**src/rtl/aes_round_ctrl.sv**
```systemverilog
`timescale 1ns/1ps
// aes_round_ctrl: sequences the AES-128 round stages (SubBytes, ShiftRows,
// MixColumns, AddRoundKey) through a one-cycle enable / done handshake.
// Optional stage watchdog: define AES_CTRL_TIMEOUT_EN to compile it in.
module aes_round_ctrl #(
    parameter int unsigned NUM_ROUNDS     = 10,
    parameter int unsigned TIMEOUT_CYCLES = 16
) (
    input  logic       clk,
    input  logic       g_rst,
    input  logic       start,
    input  logic       abort,
    input  logic       sb_done,
    input  logic       sr_done,
    input  logic       mc_done,
    input  logic       ark_done,
    output logic       sb_en,
    output logic       sr_en,
    output logic       mc_en,
    output logic       ark_en,
    output logic [3:0] round_idx,
    output logic       last_round,
    output logic       busy,
    output logic       done,
    output logic       err
);

    localparam int unsigned RW = 4;

    // Elaboration guards on parameter ranges
    if (NUM_ROUNDS == 0 || NUM_ROUNDS > 15) begin : g_rounds_chk
        $error("aes_round_ctrl: NUM_ROUNDS must be 1..15");
    end
    if (TIMEOUT_CYCLES == 0) begin : g_tmo_chk
        $error("aes_round_ctrl: TIMEOUT_CYCLES must be non-zero");
    end

    typedef enum logic [2:0] {
        S_IDLE,
        S_ARK0,
        S_SB,
        S_SR,
        S_MC,
        S_ARK,
        S_FIN
    } state_t;

    state_t state;
    logic   wait_c;
    logic   act_done_c;

    // A stage is waiting once its enable cycle has passed
    assign wait_c = (state inside {S_ARK0, S_SB, S_SR, S_MC, S_ARK}) &&
                    !(ark_en || sb_en || sr_en || mc_en);

    // Select the done flag of the active stage only; others are ignored
    always_comb begin
        act_done_c = 1'b0;
        case (state)
            S_ARK0, S_ARK: act_done_c = ark_done;
            S_SB:          act_done_c = sb_done;
            S_SR:          act_done_c = sr_done;
            S_MC:          act_done_c = mc_done;
            default:       act_done_c = 1'b0;
        endcase
        act_done_c = act_done_c && wait_c;
    end

`ifdef AES_CTRL_TIMEOUT_EN
    localparam int unsigned TMO_W = $clog2(TIMEOUT_CYCLES + 1);

    logic [TMO_W-1:0] tmo_cnt;
    logic             tmo_hit_c;

    assign tmo_hit_c = wait_c && !act_done_c &&
                       (tmo_cnt == TMO_W'(TIMEOUT_CYCLES - 1));

    // Count waiting cycles of the current stage; cleared on every enable cycle
    always_ff @(posedge clk or posedge g_rst) begin
        if (g_rst) begin
            tmo_cnt <= '0;
        end else if (!wait_c || abort) begin
            tmo_cnt <= '0;
        end else begin
            tmo_cnt <= TMO_W'(tmo_cnt + TMO_W'(1));
        end
    end
`else
    assign err = 1'b0;
`endif

    // Round sequencer with registered enables and status
    always_ff @(posedge clk or posedge g_rst) begin
        if (g_rst) begin
            state      <= S_IDLE;
            sb_en      <= 1'b0;
            sr_en      <= 1'b0;
            mc_en      <= 1'b0;
            ark_en     <= 1'b0;
            round_idx  <= '0;
            last_round <= 1'b0;
            busy       <= 1'b0;
            done       <= 1'b0;
`ifdef AES_CTRL_TIMEOUT_EN
            err        <= 1'b0;
`endif
        end else begin
            sb_en  <= 1'b0;
            sr_en  <= 1'b0;
            mc_en  <= 1'b0;
            ark_en <= 1'b0;
            done   <= 1'b0;
`ifdef AES_CTRL_TIMEOUT_EN
            err    <= 1'b0;
`endif
            if (abort) begin
                state <= S_IDLE;
                busy  <= 1'b0;
`ifdef AES_CTRL_TIMEOUT_EN
            end else if (tmo_hit_c) begin
                state <= S_IDLE;
                busy  <= 1'b0;
                err   <= 1'b1;
`endif
            end else begin
                case (state)
                    S_IDLE: begin
                        if (start) begin
                            state      <= S_ARK0;
                            ark_en     <= 1'b1;
                            busy       <= 1'b1;
                            round_idx  <= '0;
                            last_round <= 1'b0;
                        end
                    end
                    S_ARK0: begin
                        if (act_done_c) begin
                            state      <= S_SB;
                            sb_en      <= 1'b1;
                            round_idx  <= RW'(1);
                            last_round <= (NUM_ROUNDS == 1);
                        end
                    end
                    S_SB: begin
                        if (act_done_c) begin
                            state <= S_SR;
                            sr_en <= 1'b1;
                        end
                    end
                    S_SR: begin
                        if (act_done_c) begin
                            if (last_round) begin
                                state  <= S_ARK;
                                ark_en <= 1'b1;
                            end else begin
                                state <= S_MC;
                                mc_en <= 1'b1;
                            end
                        end
                    end
                    S_MC: begin
                        if (act_done_c) begin
                            state  <= S_ARK;
                            ark_en <= 1'b1;
                        end
                    end
                    S_ARK: begin
                        if (act_done_c) begin
                            if (last_round) begin
                                state <= S_FIN;
                                done  <= 1'b1;
                                busy  <= 1'b0;
                            end else begin
                                state      <= S_SB;
                                sb_en      <= 1'b1;
                                round_idx  <= RW'(round_idx + RW'(1));
                                last_round <= (RW'(round_idx + RW'(1)) == RW'(NUM_ROUNDS));
                            end
                        end
                    end
                    S_FIN: begin
                        state <= S_IDLE;
                    end
                    default: begin
                        state <= S_IDLE;
                        busy  <= 1'b0;
                    end
                endcase
            end
        end
    end

endmodule

```
**config.mk**
```make
export PLATFORM = sky130hd
export DESIGN_NAME = aes_round_ctrl
export DESIGN_NICKNAME = d
export VERILOG_FILES = /design/src/rtl/aes_round_ctrl.sv
export SDC_FILE = /design/constraint.sdc
export NUM_CORES = 1
export LEC_CHECK = 0
export CAP_MARGIN = 10
export CORE_ASPECT_RATIO = 0.75
export CORE_MARGIN = 3
export CORE_UTILIZATION = 44
export DETAILED_ROUTE_END_ITERATION = 8
export HOLD_SLACK_MARGIN = 0.02
export PLACE_DENSITY = 0.85
export SYNTH_ARGS = -nofsm -noshare
export SYNTH_HDL_FRONTEND = slang
export SYNTH_SLANG_ARGS = --single-unit
```
**constraint.sdc**
```tcl
create_clock -name clk -period 1.4 [get_ports clk]
set_input_delay 0.28 -clock clk [delete_from_list [all_inputs] [get_ports clk]]
set_output_delay 0.28 -clock clk [all_outputs]
set_load 0.02 [all_outputs]
```
==> summary.md <==
| Metric | Value |
|---|---|
| Status | complete, but fails checks |
| Failing checks | setup timing |
| RePlAce Congestion | 0.867 |
| Final Hold Vio Count | 0 |
| Min-delay worst type | in2async |
| Leading area contributor after synthesis | dfrtp_1 |
| Height of the die | 45.1 um |
| Post-Syn Area | 898 um2 |
| Critical path peak fanout | 3 |
| N_diodes | 0 |
| Met3 usage in global routing | 0.0771 |
| Routed WL | 3180 um |
| I/O Pins | 20 |
| Detailed-route wire length per cell | 20.0 um |
| Gr ovfl total | 0 |
| Post-route insts no fill | 159 |
| Synth cell types | 43 |
| RSZ-0062 raised after global routing | yes |
| Synth Warn # | 0 |
| Max cap viols | 0 |
| Total Power | 2.46 mW |
| Vias | 1016 |
| Top cell type's share of synthesized area | 0.390 |
| Iter 0 DRT Violations | 83 |
| R2R depth | 6 |
| Top-count cell post-synth | dfrtp_1 |
| Top FF cell, synth | dfrtp_1 |
| Seq cells post-synth | 14 |
| Via density | 6.39 |
| Pwr dens | 1710 nW/um2 |
| WP data arrival | 1830 ps |
| Most frequent cells after synthesis | 14 x dfrtp_1, 9 x nand2_1 |
| Number of buffers created by CTS | 3 |
| Asr flop ratio synth | 1.00 |
| Fin nets | 148 |
| Post-Syn Nets | 103 |
| Htree depth | 1 |
| Vias in the first global route | 1010 |
| Reg-to-Reg Start | sb_en |
| Clock buffer depth | 2 |
| Worst Skew | 17.0 ps |
| Overall Global Routing Usage | 0.246 |
| Inst Count DP | 149 |
| Max-slew violations | 0 |
| Clock transition at path regs | 110 ps |
| Cells after Synth | 93 |
| Crit start category | flip-flop |
| Mean area per synthesized cell | 9.66 um2 |
| Initial core utilization | 0.493 |
| First-pass GRT wire length | 4860 um |
| Period utilisation layout | 1.17 |
| CP Cell Sequence | nor4_4 -> buf_4 -> o211ai_4 -> nor4b_4 -> buf_4 -> o32ai_2 |
| # setup viols final | 12 |
| Largest register FFs | 4 |
| Largest net degree at the start of global routing | 15 |
| Post-synth EDFFs | 0 |
| Std cell rows | 13 |
| RR Endpoint | round_idx[1] |
| CTS tree | done |
| # DRC | 0 |
| Setup ws final | -240 ps |
| Peak Freq | 0.610 GHz |
| Fin Hold WS | 265 ps |
| Clk sink count | 14 |
| Setup Crit Path Kind | reg2reg |
| Grt met2 use | 0.423 |
| CP Capture Type | flip-flop |
| Post-DP HPWL | 1850 um |
| Fraction of layout cells with a size suffix above 1 | 0.445 |
| Total negative slack | -2020 ps |
| Die area | 2630 um2 |
| Most used cell, CP | buf_4 |
| Required time worst endpoint | 1590 ps |
| Met1 usage | 0.301 |
| Hold_buf cts | 0 |
| Register area share after synthesis | 0.390 |
| Clock Tree Root | clkbuf_4 |
| Max VDD drop | 1200 uV |
| DRT Pass-1 Iters | 4 |
| Chip Width | 58.2 um |
| PortBufs | 18 |
| Crit-path max cell delay | 410 ps |
| Area of the core | 1820 um2 |
| Flop2flop setup slack | -240 ps |
| Initial antenna violation count | 0 |
| Synth area leaders | dfrtp_1 39%, nand2_1 3.8%, nor2b_1 3.5%, ha_1 2.8%, nand3_1 2.8% |
| Min Tclk post-route | 1640 ps |
| Clk Latency, worst-skew pair | 300 ps |
| Global route hottest layer | met2 |
| Most flops, register | round_idx |
| Regs by FF count | round_idx: 4 flops, state: 3 flops |
| Post-route ant nets | 0 |
| CP max-delay cell | dfrtp_1 |
| Leakage | 0.661 nW |
| Area Growth Syn to Fin | 60.0% |
metal layers:
metal  part of all wire  vias up
met5                  0        -
met4              0.034        0
met3               0.11       20
met2               0.46       77
met1               0.40      489
li1                   -      430
worst max-delay path: cells and delay by family (launching register included):
kind / cells / cell delay [ps]
flip-flops: 1 / 410
buffers and inverters: 2 / 370
AO/OA/AOI/OAI: 2 / 180
AND/OR/NAND/NOR: 2 / 580
area by class of cell:
| class | count | area (um2) |
|---|---|---|
| Timing Repair Buffer | 46 | 402 |
| Multi-Input combinational cell | 68 | 599 |
| Inverter | 5 | 18.8 |
| Sequential cell | 14 | 354 |
| Fill cell | 121 | 384 |
| Clock buffer | 4 | 36.3 |
| Tap cell | 22 | 27.5 |
layout by cell type (no fill, tap or decap), drive strengths merged, types with 5 or more instances in the layout:
master | synthesis | layout
buf | 5 | 28
clkdlybuf4s50 | 0 | 6
dfrtp | 14 | 14
dlygate4sd2 | 0 | 11
inv | 5 | 5
nand2 | 9 | 9
nand3 | 5 | 5
nor2 | 6 | 6
nor2b | 5 | 5
timing repair:
action | in CTS | in global routing
endpoints found under the setup margin | 25 | 14
pin swaps | 6 | 1
gates resized for setup | 27 | 16
setup buffers | 5 | 2
where the power goes:
group | switching (mW) | internal [mW] | total [mW]
combinational | 0.804 | 0.770 | 1.57
clock | 0.155 | 0.158 | 0.314
sequential | 0.0961 | 0.475 | 0.571
worst max-delay path by stage:
stage,cells after the start,end,start
2_1_floorplan,5,state[0],mc_en
3_3_place_gp,5,round_idx[0],start
3_5_place_dp,5,round_idx[0],start
4_1_cts,6,round_idx[1],sb_en
5_1_grt,6,round_idx[1],sb_en
6_report,6,round_idx[1],sb_en
logic make-up after synthesis:
group	Yosys count	synth area share
flip-flops	14	0.390
AND/OR/NAND/NOR	39	0.269
XOR/XNOR	2	0.0195
multiplexers	1	0.0125
other	1	0.00417
buffers and inverters	11	0.0585
adder cells (fa/ha/maj)	2	0.0279
AO/OA/AOI/OAI	23	0.219
stage by stage:
step                      worst slack, ps  area [um2]  utilization
final                                -240        1440        0.789
after global routing                 -338        1440        0.789
after CTS                            -196        1370        0.754
after detailed placement             -424        1240        0.681
after global placement               -375        1240        0.681
after floorplan                      -163         905            -
Power figures use the tool's default switching activity.
